===== src/rtl/fetchflare_engine_dispatcher.sv =====
// Dispatches prefetch descriptors to NUM_ENGINES stride engines over a shared config bus.
// Optional round-robin engine selection is enabled by defining FETCHFLARE_DISPATCH_RR_EN.
module fetchflare_engine_dispatcher #(
  parameter int NUM_ENGINES = 4,
  parameter int ENG_IDX_W   = (NUM_ENGINES > 1) ? $clog2(NUM_ENGINES) : 1
) (
  input  logic                   clk_i,
  input  logic                   rst_i,
  input  logic                   entry_valid_i,
  output logic                   entry_ready_o,
  input  logic [159:0]           entry_i,
  input  logic                   flush_i,
  input  logic [NUM_ENGINES-1:0] engine_done_i,
  output logic                   cfg_we_o,
  output logic [ENG_IDX_W-1:0]   cfg_engine_o,
  output logic [1:0]             cfg_reg_o,
  output logic [63:0]            cfg_wdata_o,
  output logic [NUM_ENGINES-1:0] busy_o,
  output logic                   idle_o,
  output logic [15:0]            dispatch_count_o
);

  typedef enum logic [1:0] {
    ST_IDLE        = 2'd0,
    ST_WR_PARAM    = 2'd1,
    ST_WR_THROTTLE = 2'd2,
    ST_WR_BASE     = 2'd3
  } state_e;

  state_e                 state_q, state_d;
  logic [63:0]            base_q, base_d;
  logic [63:0]            param_q, param_d;
  logic [31:0]            thr_q, thr_d;
  logic [ENG_IDX_W-1:0]   sel_q, sel_d;
  logic [ENG_IDX_W-1:0]   pick;
  logic [NUM_ENGINES-1:0] busy_q, busy_d;
  logic [NUM_ENGINES-1:0] free;
  logic [15:0]            cnt_q, cnt_d;
  logic                   entry_en;
  logic                   accept;

  assign free     = ~busy_q;
  assign entry_en = entry_i[96];

`ifdef FETCHFLARE_DISPATCH_RR_EN
  logic [ENG_IDX_W-1:0] rr_q, rr_d;
  int                   dist;
  int                   best;

  // Pick the free engine with the smallest circular distance from the pointer.
  always_comb begin
    pick = '0;
    dist = 0;
    best = NUM_ENGINES;
    for (int j = 0; j < NUM_ENGINES; j++) begin
      dist = (j >= int'(rr_q)) ? (j - int'(rr_q)) : (j + NUM_ENGINES - int'(rr_q));
      if (free[j] && (dist < best)) begin
        best = dist;
        pick = ENG_IDX_W'(j);
      end
    end
  end
`else
  always_comb begin
    pick = '0;
    for (int j = NUM_ENGINES - 1; j >= 0; j--) begin
      if (free[j]) begin
        pick = ENG_IDX_W'(j);
      end
    end
  end
`endif

  assign entry_ready_o = (state_q == ST_IDLE) && !flush_i && !rst_i && ((|free) || !entry_en);
  assign accept        = entry_valid_i && entry_ready_o;

  always_comb begin
    state_d = state_q;
    base_d  = base_q;
    param_d = param_q;
    thr_d   = thr_q;
    sel_d   = sel_q;
    busy_d  = busy_q & ~engine_done_i;
    cnt_d   = cnt_q;
`ifdef FETCHFLARE_DISPATCH_RR_EN
    rr_d    = rr_q;
`endif
    case (state_q)
      ST_IDLE: begin
        if (accept && entry_en) begin
          base_d  = entry_i[159:96];
          param_d = entry_i[95:32];
          thr_d   = entry_i[31:0];
          sel_d   = pick;
          state_d = ST_WR_PARAM;
        end
      end
      ST_WR_PARAM:    state_d = ST_WR_THROTTLE;
      ST_WR_THROTTLE: state_d = ST_WR_BASE;
      ST_WR_BASE: begin
        // The engine is armed by this write, so it becomes busy even if a stray done arrives now.
        busy_d[sel_q] = 1'b1;
        cnt_d         = cnt_q + 16'd1;
`ifdef FETCHFLARE_DISPATCH_RR_EN
        rr_d          = (int'(sel_q) + 1 == NUM_ENGINES) ? '0 : sel_q + 1'b1;
`endif
        state_d       = ST_IDLE;
      end
      default: state_d = ST_IDLE;
    endcase
    if (flush_i) begin
      state_d = ST_IDLE;
      busy_d  = '0;
      cnt_d   = cnt_q;
`ifdef FETCHFLARE_DISPATCH_RR_EN
      rr_d    = '0;
`endif
    end
  end

  always_ff @(posedge clk_i) begin
    if (rst_i) begin
      state_q <= ST_IDLE;
      base_q  <= '0;
      param_q <= '0;
      thr_q   <= '0;
      sel_q   <= '0;
      busy_q  <= '0;
      cnt_q   <= '0;
`ifdef FETCHFLARE_DISPATCH_RR_EN
      rr_q    <= '0;
`endif
    end else begin
      state_q <= state_d;
      base_q  <= base_d;
      param_q <= param_d;
      thr_q   <= thr_d;
      sel_q   <= sel_d;
      busy_q  <= busy_d;
      cnt_q   <= cnt_d;
`ifdef FETCHFLARE_DISPATCH_RR_EN
      rr_q    <= rr_d;
`endif
    end
  end

  always_comb begin
    cfg_reg_o   = 2'd0;
    cfg_wdata_o = '0;
    case (state_q)
      ST_WR_PARAM: begin
        cfg_reg_o   = 2'd1;
        cfg_wdata_o = param_q;
      end
      ST_WR_THROTTLE: begin
        cfg_reg_o   = 2'd2;
        cfg_wdata_o = {32'b0, thr_q};
      end
      ST_WR_BASE: begin
        cfg_reg_o   = 2'd0;
        cfg_wdata_o = base_q;
      end
      default: begin
        cfg_reg_o   = 2'd0;
        cfg_wdata_o = '0;
      end
    endcase
  end

  assign cfg_we_o         = (state_q != ST_IDLE) && !flush_i && !rst_i;
  assign cfg_engine_o     = (state_q == ST_IDLE) ? '0 : sel_q;
  assign busy_o           = busy_q;
  assign idle_o           = (state_q == ST_IDLE) && (busy_q == '0);
  assign dispatch_count_o = cnt_q;

endmodule


===== config.mk =====
export PLATFORM = sky130hd
export DESIGN_NAME = fetchflare_engine_dispatcher
export DESIGN_NICKNAME = d
export VERILOG_FILES = /design/src/rtl/fetchflare_engine_dispatcher.sv
export SDC_FILE = /design/constraint.sdc
export NUM_CORES = 1
export LEC_CHECK = 0
export BUFFER_PORTS_ARGS = -buffer_cell sky130_fd_sc_hd__buf_2
export CORE_MARGIN = 2
export CORE_UTILIZATION = 50
export DETAILED_ROUTE_END_ITERATION = 10
export PLACE_DENSITY_LB_ADDON = 0.12
export SLEW_MARGIN = 20
export SYNTH_ARGS = -nofsm -noshare
export SYNTH_HDL_FRONTEND = slang
export SYNTH_SLANG_ARGS = --single-unit

===== constraint.sdc =====
create_clock -name clk_i -period 6.7 [get_ports clk_i]
set_input_delay 1.005 -clock clk_i [delete_from_list [all_inputs] [get_ports clk_i]]
set_output_delay 1.005 -clock clk_i [all_outputs]
set_load 0.01 [all_outputs]

# Word level (Yosys, flattened, before mapping)
# Cells that the tools add are included.
# Widths: inputs -> output; s select.
[word_totals]
register_bits = 184
output_inout_bits = 91
elab_cells = 51
[classes]
add_sub_neg = 1
order_cmp = 2
eq_ne = 4
muxes = 12
bitwise = 5
reduce_logical = 20
[ops]
columns = ["cell", "count"]
rows = [
  ["$pmux 64 s3", 1],
  ["$add 16x1->16 const B", 1],
  ["$mux 2", 6],
  ["$logic_and 1x1->1", 9],
  ["$not 4->4", 2],
  ["$pmux 2 s4", 1],
  ["$and 4x4->4", 1],
  ["$eq 2x2->1 const B", 2],
  ["$logic_not 4->1", 1],
  ["$mux 4", 1],
  ["$or 4x4->4", 1],
  ["$pmux 2 s2", 1],
  ["$reduce_and 2->1", 2],
  ["$reduce_or 4->1", 1],
  ["$logic_not 1->1", 3],
  ["$lt 2x3->1 const B", 1],
  ["$demux 1 s2", 1],
  ["$eq 2x1->1 const B", 1],
  ["$ge 2x1->1 const B", 1],
  ["$logic_not 2->1", 1],
  ["$ne 2x2->1 const B", 1],
  ["$reduce_bool 2->1", 1],
  ["$reduce_or 2->1", 1],
  ["$logic_or 1x1->1", 1],
  ["2 further kinds", 2],
]

# Longest topological paths before layout
# Gate-level depths: netlist of run 1.
[depth]
ltp_word = 8
depth_mapped = 10

# Least setup slack after synthesis of run 1
# Ideal clock, no wire load.
[synth_timing]
path_type = "input to output"
start = "input port rst_i"
end = "output port entry_ready_o"
arrival_ps = 1777
t_required_ps = 5695
setup_slack_ps = 3918
path_stages = 3
path_buffers = 1
cell_sequence = "buf_2 > or3b_4 > a21oi_1"
[synth_via]
elab_chain_cells = 3
[synth_rtl]
columns = ["item", "line", "rtl"]
rows = [
  ["start, declared", "8", "input logic rst_i,"],
  ["$logic_not 1->1", "74", "assign entry_ready_o = (state_q == ST_IDLE) && !flush_i && !rst_i && ((|free) || !entry_en);"],
  ["$logic_and 1x1->1 (2 in series)", "74", ""],
  ["end, declared", "10", "output logic entry_ready_o,"],
]
# No other way between the ends.

# Worst setup path after layout of run 1
[layout_timing]
start = "register state_q[1]"
end = "output port cfg_wdata_o[32]"
[layout_via]
elab_chain_cells = 2
[layout_rtl]
columns = ["item", "line", "rtl"]
rows = [
  ["start, declared", "30", "state_e state_q, state_d;"],
  ["start signal, assigned", "134", "state_q <= state_d;"],
  ["$eq 2x2->1 / $eq 2x1->1 (equally long branches)", "150", "case (state_q)"],
  ["$pmux 64 s3 *", "150", ""],
  ["end, declared", "17", "output logic [63:0] cfg_wdata_o,"],
]
# Mark *: on every way between the ends. The rest lies on a longest branch, timed or not.

==> results.yml, run 1 <==
die:
  start_util_pct: 51.4
  die_height_um: 127
  core_area_sq_um: 14600
  fp.dieW_um: 127
  io_pins: 259
  placementRows: 44
  die_area_sq_um: 16000
yosys:
  syn_area_per_cell_sq_um: 7.63
  syn-num-nets: 1161
  synth_warnings: 0
  yosysTopAreaCellShare_pct: 48.9
  yosysTopAreaCell: "dfxtp_1"
  ys_types: 34
  synth_area_sq_um: 7530
  yosysSeqAreaShare_pct: 48.9
  ys_ff_latch: 184
  synthTopCellsByArea: "dfxtp_1 49%, nand2_1 17%, a21oi_1 11%, a222oi_1 4.3%, nor2_1 4.1%"
  synthCells: 986
drt:
  routedWlPerCell_um: 15.5
  postRouteAntennaNets: 0
  routed_wirelength_mm: 21.6
  drcViolationCount: 0
  post_drt_via_cell_ratio: 5.46
  vias: 7577
  dr.pass1.iters: 8
  first_iter_violations: 745
cells_and_area:
  regArea_sq_um: 3680
  layout_common_cells: "331 x nand2_1, 257 x buf_2, 184 x dfxtp_1, 170 x a21oi_1, 82 x nor2_1"
  post-route-cell-area_sq_um: 9410
  layout.nets: 1362
  multi_input_comb_area_sq_um: 3490
  post-route-util_pct: 64.2
  fillers: 1379
  layout-drive-gt1-share_pct: 25.4
  layout.cells.most_common: "nand2_1"
  area_growth_pct: 25.0
setup_path:
  end_kind: "primary output"
  crit_buf_inv: 2
  required_ns: 5.69
  max_stage_delay_ns: 0.58
  cp_cell_sequence: "ha_2, buf_4, a22oi_1, nor2_1, buf_2"
  crit_path_start_kind: "flop"
  crit_path_top_delay_cell: "buf_4"
  worstPathArrival_ns: 2.57
  cpLargestDelayFamily: "buffers and inverters"
  critPathKind: "flop to primary output"
  crit_path_max_fanout: 47
clocking:
  htree_levels: 4
  worstSkewPairLatency_ns: 0.43
  cts.clk_slew.worst_paths_ns: 0.06
  cts_root_buf: "clkbuf_16"
  clock_sinks: 184
  cts_hold_buffers: 0
  clockBufferDepth: 2
  cts.repair.resized: 0
  cts_made_buffers: 17
  postCtsSetupBuffers: 0
  cts_tree: "done"
placement:
  dp_hpwl_mm: 13.6
  dpl-instance-area_sq_um: 8780
  gp_congestion: 0.814
  io_buffers: 258
status:
  status: "finished, final reports clean"
flow_run:
  drv_cap: 0
timing:
  rsz0062_at_grt: "false"
  fmax_mhz: 280
  period_minus_slack_ns: 3.58
  tightest_slew_ns: 1.05
  min_period_over_period_pct: 53.4
  fin_setup_tns_ns: 0
  setup_viol: 0
  slew_headroom_pct: 29.8
  finClkSkew_ns: 0.0111
  drv_slew: 0
  hold_violations: 0
pwr:
  ir_drop_v: 0.000178
  p_leak_nw: 3.62
  powerDensity_nw_per_um2: 243
global_route:
  grt_pass1_vias: 7042
  grt_max_degree: 109
  grt_util_all_layers_pct: 26.4
  overflow: 0
  antenna_found_initial: 6
  grt_pass1_wl_mm: 34.2
worst_hold_path:
  hold_class: "flop to flop"
-- path summary, 6_finish.rpt --
kind / to / start / slack (ns) / depth (start not counted)
setup / recovery: cfg_wdata_o[32] / state_q[1]$_SDFFE_PP0P_ / 3.12 / 5
hold / removal: param_q[61]$_SDFFE_PP0P_ / param_q[61]$_SDFFE_PP0P_ / 0.45 / 2
setup reg to reg: param_q[38]$_SDFFE_PP0P_ / state_q[0]$_SDFFE_PP0P_ / 3.76 / 7
hold reg to reg: param_q[61]$_SDFFE_PP0P_ / param_q[61]$_SDFFE_PP0P_ / 0.45 / 2
-- area by class of cell --
type                            count  area share [%]
Sequential cell                   184            39.2
Multi-Input combinational cell    713            37.1
Timing Repair Buffer              267            14.5
Clock buffer                       18            4.67
Tap cell                          184            2.45
Clock inverter                     13            1.81
Inverter                            4           0.160
Antenna cell                        5           0.133
-- routing by layer --
layer / global-route usage (%) / share of wire [%]
met1: 34.4 / 43
met3: 6.54 / 6.9
met2: 42.4 / 47
met5: 0 / 0.060
met4: 10.1 / 2.7
-- sequential cells by signal, summed over array words and instances (netlist names) --
signal,count
busy_o,4
state_q,2
param_q,64
dispatch_count_o,16
sel_q,2
thr_q,32
base_q,64
-- stage by stage --
stage / instances / setup WS [ns] / hold WS (ns) / total power (W)
final: 1388 / 3.12 / 0.455 / 0.00228
after global routing: 1386 / 2.93 / 0.469 / 0.00236
after CTS: 1383 / 3.09 / 0.455 / 0.00230
after detailed placement: 1352 / 3.19 / 0.446 / 0.00128
after global placement: 1352 / 3.19 / 0.441 / 0.00128
after floorplan: 986 / 3.92 / 0.436 / 0.00121
-- worst min-delay path, cell delays in order (launching register included) --
cell and delay (ns):
dfxtp_1 0.31, nand2_1 0.05, a21oi_1 0.05
-- cell usage after synthesis --
library cell	instances
inv_1	4
mux2i_1	3
nor3b_1	1
nor2b_1	4
xor2_1	9
nand4_1	5
and3_1	1
or3b_4	1
nand2_1	331
buf_2	20
nor2_1	82
nor3_4	1
xnor2_1	1
buf_4	1
ha_1	7
and4b_1	2
or2_2	1
o22ai_1	1
nand3b_1	1
or4_1	3
a22oi_1	32
buf_1	5
nor3_1	1
dfxtp_1	184
nand3_1	6
nand2b_1	2
o31ai_1	3
and4_1	3
clkbuf_1	59
a21oi_1	170
or3_1	3
and2_1	2
a222oi_1	32
o21ai_0	5
-- cell families (layout without fill, tap and decap cells) --
| family | count (synthesis) | count (layout) | synth area share, % |
|---|---|---|---|
| simple gates | 450 | 450 | 24.0 |
| other cells | 0 | 5 | 0 |
| compound gates | 243 | 243 | 19.5 |
| fa+ha+maj | 7 | 7 | 1.16 |
| buf+inv | 89 | 302 | 4.82 |
| flops | 184 | 184 | 48.9 |
| xor+xnor | 10 | 10 | 1.16 |
| mux | 3 | 3 | 0.399 |
-- power by group --
part           internal, W  leakage (nW)  switching, W
sequential         0.00111          1.49     0.0000102
combinational    0.0000543          1.86     0.0000797
clock             0.000598         0.277      0.000428
Note: power is estimated with default switching activity, not from simulation.
==> run 2, diff against run 1 <==
--- a/config.mk
+++ b/config.mk
@@ -7,7 +7,7 @@
 export LEC_CHECK = 0
 export BUFFER_PORTS_ARGS = -buffer_cell sky130_fd_sc_hd__buf_2
 export CORE_MARGIN = 2
-export CORE_UTILIZATION = 50
+export CORE_UTILIZATION = 45
 export DETAILED_ROUTE_END_ITERATION = 10
 export PLACE_DENSITY_LB_ADDON = 0.12
 export SLEW_MARGIN = 20
==> constraint.sdc (replaced) <==
create_clock -name clk_i -period 3 [get_ports clk_i]
set_input_delay 0.45 -clock clk_i [delete_from_list [all_inputs] [get_ports clk_i]]
set_output_delay 0.45 -clock clk_i [all_outputs]
set_load 0.01 [all_outputs]
==> run 2 against run 1 <==
  * Clock-buffer cell count is the same
  * Largest power group unchanged
  * Global-route usage shrank 2.2 points
  * Largest cell class unchanged
  * Critical endpoint is now cfg_wdata_o[5]
  * Register-to-register slack lost 3.2 ns
==> results.yml, run 2 (synthesis results as in run 1) <==
status:
  status: "finished, final reports clean"
timing:
  setup_viol: 0
  finClkSkew_ns: 0.00915
  period_minus_slack_ns: 2.72
  drv_slew: 0
  slew_headroom_pct: 27.0
  min_period_over_period_pct: 90.8
  fmax_mhz: 367
  hold_violations: 0
  rsz0062_at_grt: "false"
  fin_setup_tns_ns: 0
  tightest_slew_ns: 1.10
clocking:
  clockBufferDepth: 2
  postCtsSetupBuffers: 0
  cts_hold_buffers: 0
  cts_tree: "done"
  worstSkewPairLatency_ns: 0.43
  cts.repair.resized: 0
  cts.clk_slew.worst_paths_ns: 0.07
  htree_levels: 4
  cts_made_buffers: 17
  clock_sinks: 184
  cts_root_buf: "clkbuf_16"
die:
  die_height_um: 133
  die_area_sq_um: 17800
  start_util_pct: 45.7
  core_area_sq_um: 16500
  io_pins: 259
  fp.dieW_um: 133
  placementRows: 47
drt:
  first_iter_violations: 593
  drcViolationCount: 0
  routedWlPerCell_um: 15.2
  vias: 7449
  routed_wirelength_mm: 21.7
  dr.pass1.iters: 5
  post_drt_via_cell_ratio: 5.22
  postRouteAntennaNets: 0
pwr:
  p_leak_nw: 3.69
  powerDensity_nw_per_um2: 543
  ir_drop_v: 0.000430
setup_path:
  critPathKind: "flop to primary output"
  crit_path_max_fanout: 23
  required_ns: 2.55
  end_kind: "primary output"
  crit_path_start_kind: "flop"
  worstPathArrival_ns: 2.27
cells_and_area:
  fillers: 1653
  area_growth_pct: 26.9
  layout-drive-gt1-share_pct: 25.7
  layout_common_cells: "331 x nand2_1, 257 x buf_2, 184 x dfxtp_1, 170 x a21oi_1, 82 x nor2_1"
  regArea_sq_um: 3680
  layout.nets: 1366
  largestRegisters: "base_q (64), param_q (64), thr_q (32)"
  multi_input_comb_area_sq_um: 3490
  layout.cells.most_common: "nand2_1"
  fin_cells: 1427
  post-route-cell-area_sq_um: 9550
placement:
  gp_congestion: 0.789
  dpl.cell_count: 1392
  dp_hpwl_mm: 13.6
  io_buffers: 258
  dpl-instance-area_sq_um: 8920
flow_run:
  drv_cap: 0
global_route:
  grt_max_degree: 105
  antenna_found_initial: 4
  grt_util_all_layers_pct: 24.1
  grt_pass1_wl_mm: 34.4
  grt_pass1_vias: 6996
  overflow: 0
worst_hold_path:
  hold_class: "input port to flop"
[run 2: worst max-delay path, cell delays in order, from the launching register on]
cell and delay [ns]:
dfxtp_1 0.38, inv_1 0.11, ha_1 0.36, buf_4 0.30, a222oi_1 0.38, nor2_1 0.11, buf_2 0.19
[run 2: worst paths after layout]
| kind | start | to | slack, ns | cells after the start |
|---|---|---|---|---|
| worst max register to register | state_q[0]$_SDFFE_PP0P_ | param_q[5]$_SDFFE_PP0P_ | 0.53 | 7 |
| worst max-delay path | state_q[0]$_SDFFE_PP0P_ | cfg_wdata_o[5] | 0.28 | 6 |
| worst min-delay path | entry_i[10] | thr_q[10]$_SDFFE_PP0P_ | 0.25 | 3 |
| worst min register to register | param_q[63]$_SDFFE_PP0P_ | param_q[63]$_SDFFE_PP0P_ | 0.45 | 2 |
[run 2: metal layers]
| layer | routed length (um) | track usage (%) | up-vias | part of all wire, % |
|---|---|---|---|---|
| met2 | 10200 | 39.5 | 252 | 47 |
| met1 | 9620 | 31.3 | 3417 | 44 |
| li1 | - | - | 3744 | - |
| met4 | 546 | 9.75 | 0 | 2.5 |
| met3 | 1290 | 4.79 | 36 | 6.0 |
| met5 | 0 | 0 | - | 0 |
[run 2: through the flow]
| stage | setup WS, ns | power, W | utilization, % | hold WS (ns) |
|---|---|---|---|---|
| 2_1_floorplan | 0.807 | 0.00270 | - | 0.436 |
| 3_3_place_gp | 0.515 | 0.00287 | 54.2 | 0.442 |
| 3_5_place_dp | 0.519 | 0.00287 | 54.2 | 0.446 |
| 4_1_cts | 0.253 | 0.00523 | 58.0 | 0.237 |
| 5_1_grt | 0.106 | 0.00537 | 58.0 | 0.245 |
| 6_report | 0.275 | 0.00519 | 58.0 | 0.251 |
[run 2: cell type report]
class | instances | area share [%]
antenna | 3 | 0.0786
clock inverter | 14 | 2.04
timing repair buffer | 271 | 15.2
clock buffer | 18 | 4.49
sequential | 184 | 38.6
inverter | 4 | 0.157
tap | 220 | 2.88
multi-input combinational | 713 | 36.6
[run 2: report_power, final]
group	switching, W	internal [W]	leakage [nW]
combinational	0.000177	0.000126	1.90
sequential	0.0000223	0.00249	1.49
clock	0.000970	0.00140	0.305
